File: src/rtl/active_low_scan_driver.sv
// Four-slot scan driver for an active-low 2-to-4 decoder.
// Each slot is driven for PRESCALE cycles, followed by DEAD enable-low cycles.
module active_low_scan_driver #(
   parameter int PRESCALE = 4,
   parameter int DEAD     = 1
) (
   input  logic        clk,
   input  logic        rst,
   input  logic        run,
   input  logic [15:0] digits,
   input  logic [3:0]  blank,
   output logic [1:0]  w,
   output logic        en,
   output logic [3:0]  digit,
   output logic        frame_done
);

   localparam logic [7:0] ON_LAST  = 8'(PRESCALE - 1);
   localparam logic [7:0] GAP_LAST = 8'((DEAD > 0) ? (DEAD - 1) : 0);

   typedef enum logic [1:0] {
      IDLE,
      ON,
      GAP
   } state_t;

   state_t     state;
   logic [7:0] cnt;
   logic [1:0] next_w;
   logic [3:0] next_digit;
   logic       next_blank;

   // Slot that follows the current one, and its value/blank bit
   always_comb begin
      next_w     = w + 2'd1;
      next_digit = digits[{next_w, 2'b00} +: 4];
      next_blank = blank[next_w];
   end

   // Scan sequencer; the blank bit is held via en, latched on ON entry
   always_ff @(posedge clk or posedge rst) begin
      if (rst) begin
         state      <= IDLE;
         cnt        <= '0;
         w          <= '0;
         en         <= 1'b0;
         digit      <= '0;
         frame_done <= 1'b0;
      end else begin
         frame_done <= 1'b0;
         if (!run) begin
            state <= IDLE;
            cnt   <= '0;
            w     <= '0;
            en    <= 1'b0;
         end else begin
            case (state)
               IDLE: begin
                  state <= ON;
                  cnt   <= '0;
                  w     <= '0;
                  digit <= digits[3:0];
                  en    <= ~blank[0];
               end
               ON: begin
                  if (cnt == ON_LAST) begin
                     cnt <= '0;
                     if (DEAD > 0) begin
                        state <= GAP;
                        en    <= 1'b0;
                     end else begin
                        state      <= ON;
                        w          <= next_w;
                        digit      <= next_digit;
                        en         <= ~next_blank;
                        frame_done <= (w == 2'd3);
                     end
                  end else begin
                     cnt <= cnt + 8'd1;
                  end
               end
               GAP: begin
                  if (cnt == GAP_LAST) begin
                     state      <= ON;
                     cnt        <= '0;
                     w          <= next_w;
                     digit      <= next_digit;
                     en         <= ~next_blank;
                     frame_done <= (w == 2'd3);
                  end else begin
                     cnt <= cnt + 8'd1;
                  end
               end
               default: begin
                  state <= IDLE;
                  cnt   <= '0;
                  w     <= '0;
                  en    <= 1'b0;
               end
            endcase
         end
      end
   end

endmodule

File: config.mk
export PLATFORM = sky130hd
export DESIGN_NAME = active_low_scan_driver
export DESIGN_NICKNAME = d
export VERILOG_FILES = /design/src/rtl/active_low_scan_driver.sv
export SDC_FILE = /design/constraint.sdc
export NUM_CORES = 1
export LEC_CHECK = 0
export BUFFER_PORTS_ARGS = -buffer_cell sky130_fd_sc_hd__buf_2
export CORE_MARGIN = 3
export CORE_UTILIZATION = 50
export DETAILED_ROUTE_END_ITERATION = 10
export HOLD_SLACK_MARGIN = 0.03
export PLACE_DENSITY = 0.87
export SLEW_MARGIN = 0
export SYNTH_ARGS = -nofsm -noshare
export SYNTH_HDL_FRONTEND = slang
export SYNTH_SLANG_ARGS = --single-unit
File: constraint.sdc
create_clock -name clk -period 3.6 [get_ports clk]
set_input_delay 0.36 -clock clk [delete_from_list [all_inputs] [get_ports clk]]
set_output_delay 0.36 -clock clk [all_outputs]
set_load 0.02 [all_outputs]
==> out/qor.csv <==
stage;metric;value;unit
run_status;status;complete, no violations;
sta;fin_tns_setup;0;ns
yosys;syn_nets;143;
final_layout;final_cell_mix;buf_2 (30), dfrtp_1 (18), nor2_1 (12);
global_route;grt_pass1_wl;3960;microns
worst_setup_path;critPathLaunchType;flip-flop;
sta;final_max_slew_viol_count;0;
hold_path;min_path_type;input pin to async pin;
detailed_routing;avgViaCountPerCell;5.343;
sta;period_minus_slack;2.279;ns
detailed_routing;drt_pass1_iterations;4;
cts;clk_path_buf_depth;2;
placement;place_congestion;0.7862;
power;p_leak;0.6326;nW
final_layout;num_antenna_cells;0;
global_route;grt_use_total;0.1917;
floorplanning;placementRows;16;
detailed_routing;drt_iter0_markers;16;
floorplanning;io_pins;31;
cts;cts.sinks;18;
yosys;synth_cells;112;
cts;postCtsHoldBufs;0;
worst_setup_path;r2r-end;digit[1];
cts;cts_resized;0;
yosys;ys_ff_latch;18;
global_route;grt_max_degree;19;
yosys;netlist_area;1147;sq um
floorplanning;die-area;2906;sq um
cts;clk_latency;0.30;ns
placement;port_buffers;30;
sta;fmax;438.8;MHz
final_layout;fin_util;0.6493;
worst_setup_path;cp_max_fo;13;
flow_run;drv_cap;0;
worst_setup_path;r2r_slack;1.32;ns
yosys;yosysUniqueCellTypes;32;
sta;slew_headroom;0.5597;
global_route;antenna_found_initial;0;
detailed_routing;routedWlPerCell;14.36;microns
power;cellPowerDensity;377.3;nW/um^2
floorplanning;core;2062;sq um
cts;clk_pin_slew;0.11;ns
cts;cts_tree;yes;
worst_setup_path;cp.required;3.80;ns
yosys;synth-warning-count;0;
global_route;grt-ovfl-total;0;
detailed_routing;drc_errors;0;
sta;setup_viol;0;
sta;worstMarginPinSlew;0.6598;ns
power;vdd_ir_drop_max;0.2800;mV
yosys;ys_seq_area_frac;0.3926;
global_route;grt_pass1_vias;954;
final_layout;drive_above_1_share;0.3028;
sta;fin_crit_sh;0.6331;
sta;rsz0062_at_grt;false;
final_layout;nets;174;
cts;post-cts-setup-buffer-count;0;
final_layout;num-fill-cells;163;
yosys;syn_area_per_cell;10.24;sq um
detailed_routing;wl;2426;microns
sta;fin_worst_skew;0.008256;ns
final_layout;layout_commonest_cell;buf_2;
detailed_routing;num_vias;903;
floorplanning;die-height;53.91;microns
worst_setup_path;rr_worst_depth;5;
placement;dpl.hpwl;1874;microns
final_layout;syn_to_final_growth;16.68;%
cts;cts_buffers;3;
floorplanning;initial_utilization;0.5564;
worst_setup_path;worstSetupPathType;flip-flop to flip-flop;
worst_setup_path;worst_r2r_startpoint;w[0];
worst_setup_path;endpoint_kind;flip-flop;
sta;hold_viol;0;
cts;clock-root-buffer;clkbuf_4;
worst_setup_path;worstPathArrival;2.48;ns
cts;htreeDepth;1;
detailed_routing;antenna_left;0;
floorplanning;dieWidth;53.91;microns
-- per-layer routing --
metal	global-route usage	vias up	share of wire
met2	0.3649	23	0.52
met3	0.02770	5	0.052
li1	-	450	-
met1	0.2084	425	0.41
met4	0.07660	0	0.018
met5	0	-	0
-- through the flow --
| step | instances | hold slack (ns) | power (mW) | setup WS [ns] | instance area (sq um) |
|---|---|---|---|---|---|
| 4_1_cts | 169 | 0.1603 | 0.5093 | 1.314 | 1339 |
| 3_3_place_gp | 165 | 0.4710 | 0.3747 | 1.461 | 1303 |
| 3_5_place_dp | 165 | 0.4804 | 0.3825 | 1.336 | 1303 |
| 6_report | 169 | 0.1281 | 0.5051 | 1.321 | 1339 |
| 2_1_floorplan | 112 | 0.2986 | 0.3360 | 1.717 | 1147 |
| 5_1_grt | 169 | 0.1760 | 0.5328 | 1.210 | 1339 |
-- cell type report --
type	instances	area, sq um	area share
Tap cell	27	33.78	0.02523
Sequential cell	18	450.4	0.3364
Inverter	8	43.79	0.03271
Multi-Input combinational cell	82	624.3	0.4664
Timing Repair Buffer	30	150.1	0.1121
Clock buffer	4	36.28	0.02710
-- registers in the layout, summed over array words and instances, names as in the netlist --
name	count
cnt	8
digit	4
en	1
frame_done	1
state	2
w	2
-- Yosys cell counts, drive strengths merged --
cell	instances	area [sq um]
dfrtp	18	450.4
nor2	12	45.04
mux2	10	112.6
ha	8	100.1
nand2	8	30.03
inv	7	26.28
nand3	5	30.03
a21oi	4	20.02
nand2b	4	25.02
o21ai	4	20.01
o22ai	4	25.02
xnor2	4	35.03
clkbuf	3	17.52
and3	2	12.51
mux2i	2	20.02
o221a	2	22.52
o32ai	2	17.52
or3b	2	17.52
xor2	2	17.52
a31oi	1	6.260
a41oi	1	16.27
and3b	1	10.01
buf	1	11.26
bufinv	1	17.52
nand3b	1	7.510
nor3	1	5.000
nor4	1	21.27
o21a	1	7.510
-- power by group --
part	internal [mW]	total [mW]	switching (mW)	leakage, nW
combinational	0.0609	0.139	0.0782	0.372
sequential	0.224	0.238	0.0140	0.239
clock	0.0618	0.128	0.0659	0.0210
total	0.347	0.505	0.158	0.633
-- logic make-up (layout without fill, tap and decap cells) --
family,count (synthesis),after routing,share of synthesized area
xor+xnor,6,6,0.04580
flops,18,18,0.3926
simple gates,37,37,0.1777
compound gates,19,19,0.1178
buf+inv,12,42,0.06326
mux,12,12,0.1156
fa+ha+maj,8,8,0.08724
-- critical path, stage by stage, from the launching register on --
cell and delay (ns):
dfrtp_1 0.50, ha_1 0.59, or3b_1 0.40, o221a_1 0.14, mux2_2 0.26, mux2_1 0.27
-- worst max path at each step --
| stage | end | startpoint | slack, ns |
|---|---|---|---|
| after global placement | digit[2] | w[0] | 1.46 |
| final | digit[1] | w[0] | 1.32 |
| after detailed placement | digit[1] | w[0] | 1.34 |
| after floorplan | digit[2] | w[0] | 1.72 |
| after CTS | digit[1] | w[0] | 1.31 |
| after global routing | digit[1] | w[0] | 1.21 |
Power figures use the tool's default switching activity.
